[src/rtl/fp16_pkg.sv]
// Shared FP16 definitions for the streaming accumulator slice.
//   EXP_BITS / MAN_BITS / BIAS : IEEE binary16 field layout (1-5-10)
//   EXP_MAX                    : all-ones exponent (inf / NaN)
//   FP16_ZERO / FP16_QNAN      : canonical +0 and quiet NaN encodings
//   state_e                    : accumulator FSM states
package fp16_pkg;

  localparam int unsigned EXP_BITS = 5;
  localparam int unsigned MAN_BITS = 10;
  localparam int unsigned BIAS     = 15;

  localparam logic [EXP_BITS-1:0] EXP_MAX   = EXP_BITS'(2 * BIAS + 1);
  localparam logic [15:0]         FP16_ZERO = 16'h0000;
  localparam logic [15:0]         FP16_QNAN = 16'h7E00;

  typedef enum logic [1:0] {
    IDLE  = 2'd0,
    ACCUM = 2'd1,
    OUT   = 2'd2
  } state_e;

endpackage

[src/rtl/new_fp_16_add.sv]
// Combinational FP16 adder, round-to-nearest-even, full subnormal support.
//   operands_i[1] : first operand (accumulator)
//   operands_i[0] : second operand (incoming element)
//   result_o      : FP16 sum; exact cancellation gives +0 (0x0000),
//                   overflow gives signed infinity, NaN inputs give QNAN.
module new_fp_16_add
  import fp16_pkg::*;
(
  input  logic [1:0][15:0] operands_i,
  output logic [15:0]      result_o
);

  localparam int unsigned SIG_W = MAN_BITS + 1;  // significand incl. hidden bit
  localparam int unsigned EXT_W = SIG_W + 3;     // plus guard, round, sticky

  logic [15:0]      op_a, op_b;
  logic [5:0]       exp_a, exp_b, exp_diff, exp_n, exp_r;
  logic [EXT_W-1:0] sig_a, sig_b, sig_b_sh, norm;
  logic [EXT_W:0]   sum;
  logic [5:0]       lz, lshift;
  logic             zero_res, round_up;
  logic [SIG_W:0]   rounded;
  logic [SIG_W-1:0] sig_f;
  logic [4:0]       exp_field;

  always_comb begin
    op_a      = operands_i[1];
    op_b      = operands_i[0];
    exp_a     = '0;
    exp_b     = '0;
    exp_diff  = '0;
    exp_n     = '0;
    exp_r     = '0;
    sig_a     = '0;
    sig_b     = '0;
    sig_b_sh  = '0;
    norm      = '0;
    sum       = '0;
    lz        = '0;
    lshift    = '0;
    zero_res  = 1'b0;
    round_up  = 1'b0;
    rounded   = '0;
    sig_f     = '0;
    exp_field = '0;
    result_o  = FP16_ZERO;

    // op_a always carries the larger magnitude, so the subtract never borrows
    if (operands_i[0][14:0] > operands_i[1][14:0]) begin
      op_a = operands_i[0];
      op_b = operands_i[1];
    end

    // subnormals use effective exponent 1 with a cleared hidden bit
    exp_a = (op_a[14:10] == '0) ? 6'd1 : {1'b0, op_a[14:10]};
    exp_b = (op_b[14:10] == '0) ? 6'd1 : {1'b0, op_b[14:10]};
    sig_a = {(op_a[14:10] != '0), op_a[9:0], 3'b000};
    sig_b = {(op_b[14:10] != '0), op_b[9:0], 3'b000};

    // align with all shifted-out bits folded into the sticky lsb
    exp_diff = exp_a - exp_b;
    if (exp_diff >= 6'(EXT_W)) begin
      sig_b_sh = {{(EXT_W-1){1'b0}}, |sig_b};
    end else begin
      sig_b_sh    = sig_b >> exp_diff;
      sig_b_sh[0] = sig_b_sh[0] | (|(sig_b & ~({EXT_W{1'b1}} << exp_diff)));
    end

    if (op_a[15] == op_b[15]) begin
      sum = {1'b0, sig_a} + {1'b0, sig_b_sh};
      if (sum[EXT_W]) begin
        norm  = {sum[EXT_W:2], sum[1] | sum[0]};
        exp_n = exp_a + 6'd1;
      end else begin
        norm  = sum[EXT_W-1:0];
        exp_n = exp_a;
      end
    end else begin
      sum = {1'b0, sig_a} - {1'b0, sig_b_sh};
      if (sum[EXT_W-1:0] == '0) begin
        zero_res = 1'b1;
      end
      lz = 6'(EXT_W);
      for (int unsigned i = 0; i < EXT_W; i++) begin
        if (sum[i]) lz = 6'(EXT_W - 1 - i);
      end
      // stop normalising at exponent 1 so the result lands as a subnormal
      lshift = (lz > exp_a - 6'd1) ? exp_a - 6'd1 : lz;
      norm   = sum[EXT_W-1:0] << lshift;
      exp_n  = exp_a - lshift;
    end

    round_up = norm[2] & (norm[1] | norm[0] | norm[3]);
    rounded  = {1'b0, norm[EXT_W-1:3]} + {{SIG_W{1'b0}}, round_up};
    if (rounded[SIG_W]) begin
      sig_f = rounded[SIG_W:1];
      exp_r = exp_n + 6'd1;
    end else begin
      sig_f = rounded[SIG_W-1:0];
      exp_r = exp_n;
    end
    exp_field = sig_f[SIG_W-1] ? exp_r[4:0] : 5'd0;

    if (op_a[14:10] == EXP_MAX) begin
      if ((op_a[9:0] != '0) ||
          ((op_b[14:0] == op_a[14:0]) && (op_a[15] != op_b[15]))) begin
        result_o = FP16_QNAN;
      end else begin
        result_o = op_a;
      end
    end else if (zero_res) begin
      result_o = FP16_ZERO;
    end else if (exp_r >= {1'b0, EXP_MAX}) begin
      result_o = {op_a[15], EXP_MAX, 10'd0};
    end else begin
      result_o = {op_a[15], exp_field, sig_f[MAN_BITS-1:0]};
    end
  end

endmodule

[src/rtl/fp16_acc_stream.sv]
// Streaming FP16 vector accumulator.
// Sums the elements of each in_last_i-terminated vector and presents the
// sum with a saturating element count on a valid/ready output.
//   clk_i, rst_i       : clock, asynchronous active-high reset
//   in_valid_i/ready_o : element handshake; in_data_i element, in_last_i end
//   out_valid_o/ready_i: sum handshake; out_data_o sum, out_count_o count
module fp16_acc_stream
  import fp16_pkg::*;
#(
  parameter int unsigned CNT_WIDTH  = 8,
  parameter int unsigned DATA_WIDTH = 16
) (
  input  logic                  clk_i,
  input  logic                  rst_i,
  input  logic                  in_valid_i,
  output logic                  in_ready_o,
  input  logic [DATA_WIDTH-1:0] in_data_i,
  input  logic                  in_last_i,
  output logic                  out_valid_o,
  input  logic                  out_ready_i,
  output logic [DATA_WIDTH-1:0] out_data_o,
  output logic [CNT_WIDTH-1:0]  out_count_o
);

  state_e                state;
  logic [DATA_WIDTH-1:0] acc;
  logic [DATA_WIDTH-1:0] sum;
  logic [CNT_WIDTH-1:0]  count;
  logic                  in_fire;

  new_fp_16_add u_add (
    .operands_i ({acc, in_data_i}),
    .result_o   (sum)
  );

  assign in_ready_o  = (state != OUT);
  assign out_valid_o = (state == OUT);
  assign out_data_o  = acc;
  assign out_count_o = count;
  assign in_fire     = in_valid_i & in_ready_o;

  always_ff @(posedge clk_i or posedge rst_i) begin
    if (rst_i) begin
      state <= IDLE;
      acc   <= FP16_ZERO;
      count <= '0;
    end else begin
      case (state)
        IDLE: begin
          // first element is loaded directly so no zero-add is needed
          if (in_fire) begin
            acc   <= in_data_i;
            count <= CNT_WIDTH'(1);
            state <= in_last_i ? OUT : ACCUM;
          end
        end
        ACCUM: begin
          if (in_fire) begin
            acc <= sum;
            if (count != '1) count <= count + CNT_WIDTH'(1);
            if (in_last_i) state <= OUT;
          end
        end
        OUT: begin
          if (out_ready_i) state <= IDLE;
        end
        default: state <= IDLE;
      endcase
    end
  end

endmodule

[config.mk]
export PLATFORM = sky130hd
export DESIGN_NAME = fp16_acc_stream
export DESIGN_NICKNAME = d
export VERILOG_FILES = /design/src/rtl/fp16_pkg.sv /design/src/rtl/new_fp_16_add.sv /design/src/rtl/fp16_acc_stream.sv
export SDC_FILE = /design/constraint.sdc
export NUM_CORES = 1
export LEC_CHECK = 0
export CORE_MARGIN = 2
export CORE_UTILIZATION = 30
export CTS_CLUSTER_SIZE = 24
export DETAILED_ROUTE_END_ITERATION = 7
export PLACE_DENSITY_LB_ADDON = 0.05
export SLEW_MARGIN = 5
export SYNTH_ARGS = -nofsm -noshare
export SYNTH_HDL_FRONTEND = slang
export SYNTH_SLANG_ARGS = --single-unit
[constraint.sdc]
create_clock -name clk_i -period 16.9 [get_ports clk_i]
set_input_delay 1.69 -clock clk_i [delete_from_list [all_inputs] [get_ports clk_i]]
set_output_delay 1.69 -clock clk_i [all_outputs]
set_load 0.1 [all_outputs]
# [Yosys cells after proc, flatten, opt, wreduce, memory -nomap -nowiden]
# Cells that the tools add are included.
[classes] shifts=3 n_reduce_logical=15 bitwise=8 n_eq_ne=13 n_mux=47 multipliers=0 div=0 n_addsub=9 order_cmp=4
[ops] cell="$mux W16" count=7
[ops] cell="$mux W14" count=3
[ops] cell="$mux W4" count=8
[ops] cell="$pmux W16 S2" count=1
[ops] cell="$mux W6" count=5
[ops] cell="$mux W8" count=3
[ops] cell="$pmux W8 S2" count=1
[ops] cell="$add A14 B14 Y15" count=1
[ops] cell="$eq A15 B15 Y1" count=1
[ops] cell="$gt A15 B15 Y1" count=1
[ops] cell="$mux W15" count=1
[ops] cell="$mux W5" count=3
[ops] cell="$and A14 B14 Y14" count=1
[ops] cell="$logic_not A14 Y1" count=1
[ops] cell="$mux W2" count=7
[ops] cell="$not A14 Y14" count=1
[ops] cell="$reduce_or A14 Y1" count=1
[ops] cell="$shl A14 B6 Y14" count=1
[ops] cell="$shl A14 B6 Y14 const A" count=1
[ops] cell="$shr A14 B6 Y14" count=1
[ops] cell="$sub A14 B14 Y14" count=1
[ops] cell="$add A11 B1 Y12" count=1
[ops] cell="$add A6 B1 Y6 const B" count=2
[ops] cell="$mux W3" count=4
[ops] cell="other kinds (29)" count=42
[word_totals] memories=0 inputBits=21 wordCells=102 latchBits=0 reg_bits=26 romBits=0 ram_bits=0 output_inout_bits=26

# [Logic depth before layout (Yosys ltp)]
[logic_depth] ltp_word=42 mapped_depth=70 mapped_depth_nobuf=63

# [Modules after synthesis]
# From an unflattened synthesis, not the netlist that was laid out.
[unflattened] hier_cells=1021 hier_area_um2=7387.1
[modules_own_cells] module="new_fp_16_add" seq_area_each_um2=0.0 cells_each=891 area_per_inst_um2=6109.6 instances=1
[modules_own_cells] module="fp16_acc_stream" seq_area_each_um2=650.6 cells_each=130 area_per_inst_um2=1277.5 instances=1

# [Least setup slack after synthesis]
# Ideal clock, no wire load.
[synth_path] path_type="input-to-reg" from="input port in_data_i[13]" to="register acc[8], in the netlist out_data_o[8]" n_path_buf=8 required_time_ns=16.768 slack_ns=3.604 arrival_ns=13.164 setup_ns=0.132 path_stages=57 cell_sequence="ha_1 > and4_4 > buf_6 > a211o_2 > o21ai_4 > buf_6 > buf_4 > mux2i_1 > nand4_1 > nand2_1 > inv_1 > ha_1 > clkbuf_1 > buf_2 > clkbuf_1 > nor2_1 > mux2i_1 > nand4_1 > (+21 left out) > inv_4 > buf_2 > ha_1 > fa_1 > inv_1 > a21o_1 > a21oi_1 > xor2_1 > nor2_1 > a21oi_1 > or2_2 > nor3_1 > nand3_1 > nor4_4 > o22ai_2 > buf_6 > a41oi_1 > o21ai_1"
[synth_between] elab_chain_len=42 word_cells_on_any_way=71 classes_between="add/sub (8); order compare (4); eq/ne (4); shift (3); mux (35); bitwise (7); reduce/logical (10)"
[synth_rtl] element="from (decl)" line="fp16_acc_stream.sv:17" rtl="input logic [DATA_WIDTH-1:0] in_data_i,"
[synth_rtl] element="$gt A15 B15 Y1" line="new_fp_16_add.sv:49" rtl="if (operands_i[0][14:0] > operands_i[1][14:0]) begin"
[synth_rtl] element="$mux W16" line="new_fp_16_add.sv:49"
[synth_rtl] element="$logic_not A5 Y1 (on tied branches)" line="new_fp_16_add.sv:55, new_fp_16_add.sv:56"
[synth_rtl] element="$mux W5 (on tied branches)" line="new_fp_16_add.sv:55, new_fp_16_add.sv:56"
[synth_rtl] element="$sub A6 B6 Y6" line="new_fp_16_add.sv:61" rtl="exp_diff = exp_a - exp_b;"
[synth_rtl] element="$shl A14 B6 Y14" line="new_fp_16_add.sv:66" rtl="sig_b_sh[0] = sig_b_sh[0] | (|(sig_b & ~({EXT_W{1'b1}} << exp_diff)));"
[synth_rtl] element="$not A14 Y14" line="new_fp_16_add.sv:66"
[synth_rtl] element="$and A14 B14 Y14" line="new_fp_16_add.sv:66"
[synth_rtl] element="(+26 left out)"
[synth_rtl] element="$add A11 B1 Y12" line="new_fp_16_add.sv:94" rtl="rounded = {1'b0, norm[EXT_W-1:3]} + {{SIG_W{1'b0}}, round_up};"
[synth_rtl] element="$mux W6" line="new_fp_16_add.sv:95" rtl="if (rounded[SIG_W]) begin"
[synth_rtl] element="$ge A6 B5 Y1" line="new_fp_16_add.sv:113" rtl="end else if (exp_r >= {1'b0, EXP_MAX}) begin"
[synth_rtl] element="$mux W15" line="new_fp_16_add.sv:113"
[synth_rtl] element="$mux W16" line="new_fp_16_add.sv:111" rtl="end else if (zero_res) begin"
[synth_rtl] element="$mux W16 (*)" line="new_fp_16_add.sv:104" rtl="if (op_a[14:10] == EXP_MAX) begin"
[synth_rtl] element="$mux W16 (*)" line="fp16_acc_stream.sv:58" rtl="if (in_fire) begin"
[synth_rtl] element="$pmux W16 S2 (*)" line="fp16_acc_stream.sv:48" rtl="case (state)"
[synth_rtl] element="to (signal assigned)" line="fp16_acc_stream.sv:52" rtl="acc <= in_data_i;"
[synth_rtl] element="to (signal assigned)" line="fp16_acc_stream.sv:59" rtl="acc <= sum;"
[synth_rtl] element="to (decl)" line="fp16_acc_stream.sv:26" rtl="logic [DATA_WIDTH-1:0] acc;"
# Every way passes the cells marked *; elsewhere a longest branch is shown, timed or not. The select of a mux whose other input is x is not followed.
# A chain may end at the register's enable or synchronous reset.

# [Worst setup path after layout]
[layout_path] from="input port in_data_i[9]" to="register acc[8], in the netlist out_data_o[8]"
# The elaborated chain is that of the path after synthesis.

==> metrics.md <==
| Metric | Value |
|---|---|
| Final Max Slew Viols | 0 |
| Yosys top cell by area | ha_1 |
| Register Area | between 600 and 700 sq um |
| Diode count | 0 |
| Tmin final | 15.62 ns |
| Async SR Flop Fraction | 100% |
| Main area contributors after synthesis | ha_1, dfrtp_1, nand2_1, mux2i_1, a21oi_1 |
| Clock skew | 0.00204 ns |
| Critical path class | input pin to register |
| Filler Cell Count | ~2700 |
| CP required | 17.04 ns |
| Crit end category | register |
| Hold crit path type | register to register |
| Max-cap violations | 0 |
| CP max stage delay | 0.72 ns |
| CTS Buffer Depth | 2 |
| Syn_area_per_cell | 7.09 sq um |
| Row count | 58 |
| Grt ovf | 0 |
| CTS root buffer | clkbuf_16 |
| GRT met1 Usage | 35.9% |
| Worst Tran Pin Value | 1.04 ns |
| Hold Violations, Final | 0 |
| Slew HR | between 20% and 30% |
| Count leader, synth | nand2_1 |
| Commonest cells in the netlist | nand2_1, a21oi_1, nor2_1 |
| Via density | 6.00 |
| Syn Inst Count | 1083 |
| Total routed wirelength | between 30 and 40 mm |
| # port buffers | 46 |
| Initial antenna violation count | 0 |
| Count of cell types in the netlist | 106 |
| First-pass GRT wire length | 50.8 mm |
| Synth warn | 0 |
| Later-pin clock latency in the skew report | approximately 0.26 ns |
| Status | completed |
| Pin count of the biggest net entering global routing | 30 |
| Register area share after synthesis | approximately 8.5% |
| GPL Wtd Cong | 0.919 |
| GR Layer Usage met2 | 38.3% |
| Clk sinks | 26 |
| IO Count | 47 |
| Vias | 8614 |
| Flops & latches, synth | 26 |
| # DRC | 0 |
| Initial DRC count | between 700 and 800 |
| Busiest grt layer | met2 |
| Die Height | around 160 um |
| Post-synth top area share | 9.29% |
| Drt first pass iters | 6 |
| Vias in the first global route | 8370 |
| GRT Overall Usage | 24.3% |
| CP Data Arrival Time | between 15 and 20 ns |
| Unrepaired setup endpoints after global routing | no |
| CTS tree | yes |
| Multi-input gate area | 6480 sq um |
| Hold_buf cts | 0 |
| Routed WL per cell | 22.8 um |
| Post-Synthesis Net Count | 1164 |
| Share of cells above drive strength 1 | 9.59% |
| Total core area | ~25000 sq um |
| Crit path max fanout | 26 |
| Synth Cell Area | 7680 sq um |
| Initial Util | 30.5% |
| GR Util met3 | approximately 1.3% |
| CP most frequent cell | ha_1 |
| Dominant synthesized flop cell | dfrtp_1 |
| Total negative slack | 0 ns |
| Crit start category | input pin |
| Setup violations, final | 0 |
| Clk slew on worst S/H paths | 0.07 ns |
| Crit-path slowest cell | clkdlybuf4s50_1 |
| CTS buffer count | 3 |
| Hpwl dp | 26.0 mm |
| Die area | 26900 sq um |
| Synth-to-layout area growth | 12.0% |
| Fmax | 64.0 MHz |
| Max H-tree Level | 1 |
| Family with the most delay on the worst path | simple AND/OR/NAND/NOR gates |
| Chip Width | 164 um |
| Fin crit share | around 92% |
| CP bufs+invs | 7 |
| Post-synth EDFFs | 0 |
| Antenna violation net count after detailed routing | 0 |
| Nets | roughly 1200 |
[cells in the final DEF, fill, tap and decap left out, types with 11 or more instances in the layout]
cell / instances
o211ai_1: 17
buf_4: 27
clkdlybuf4s50_1: 46
nand4_1: 16
o21a_1: 12
dfrtp_1: 26
nand3_1: 48
inv_1: 65
nor3_1: 23
nor2_1: 71
or3_1: 12
nand2_1: 118
nand2b_1: 15
and3_1: 11
a31oi_1: 14
xnor2_1: 27
a21o_1: 15
a211oi_1: 25
a21oi_1: 84
ha_1: 57
xor2_1: 12
mux2i_1: 42
and2_1: 14
o21ai_0: 68
[path summary, 6_finish.rpt]
check                         startpoint              to  slack, ns  cells after the start
max in group asynchronous          rst_i  out_data_o[15]      14.26                      2
setup reg to reg           out_data_o[9]   out_data_o[8]       2.71                     56
hold reg to reg                 state[1]        state[0]       0.52                      1
setup / recovery            in_data_i[9]   out_data_o[8]       1.28                     56
hold / removal                  state[1]        state[0]       0.52                      1
min in group asynchronous          rst_i  out_count_o[4]       1.99                      2
[per-layer routing]
layer,part of all wire (%),vias up,routed length (um)
met5,0,-,0
met4,2.6,0,838
met3,4.5,41,1460
met2,44,283,14300
met1,49,4160,16200
li1,-,4130,-
[flip-flops by register name (all words and copies together) (netlist names)]
register and count:
out_count_o 8, state 2, out_data_o 16
[cell type report]
cell class	count	share of cell area, %
Multi-Input combinational cell	928	75.4
Timing Repair Buffer	73	7.71
Sequential cell	26	7.57
Tap cell	330	4.80
Inverter	74	3.29
Clock buffer	3	0.873
Clock inverter	1	0.349
[per-stage QoR]
stage	cell area (sq um)	setup slack [ns]	hold slack [ns]	util, %	cells
after floorplan	7680	3.60	0.486	-	1083
after global placement	8450	0.793	0.527	33.5	1427
after detailed placement	8450	0.646	0.512	33.5	1427
after CTS	8550	0.854	0.522	34.0	1431
after global routing	8600	0.0582	0.574	34.1	1435
final	8600	1.28	0.516	34.1	1435
[cells by family after synthesis]
family / count (synthesis) / synth area share [%]
simple gates: 394 / 26.5
buf+inv: 129 / 7.35
other cells: 1 / 0.0489
mux: 52 / 7.03
compound gates: 380 / 35.7
flops: 26 / 8.48
fa+ha+maj: 60 / 10.1
xor+xnor: 41 / 4.78
[timing repair]
action,in CTS,in global routing
resized for setup,0,3
buffers inserted,0,4
setup endpoints to repair,0,15
Power is not shown: default switching activity piles up to over one toggle a cycle in this logic, so the estimate is an artifact.
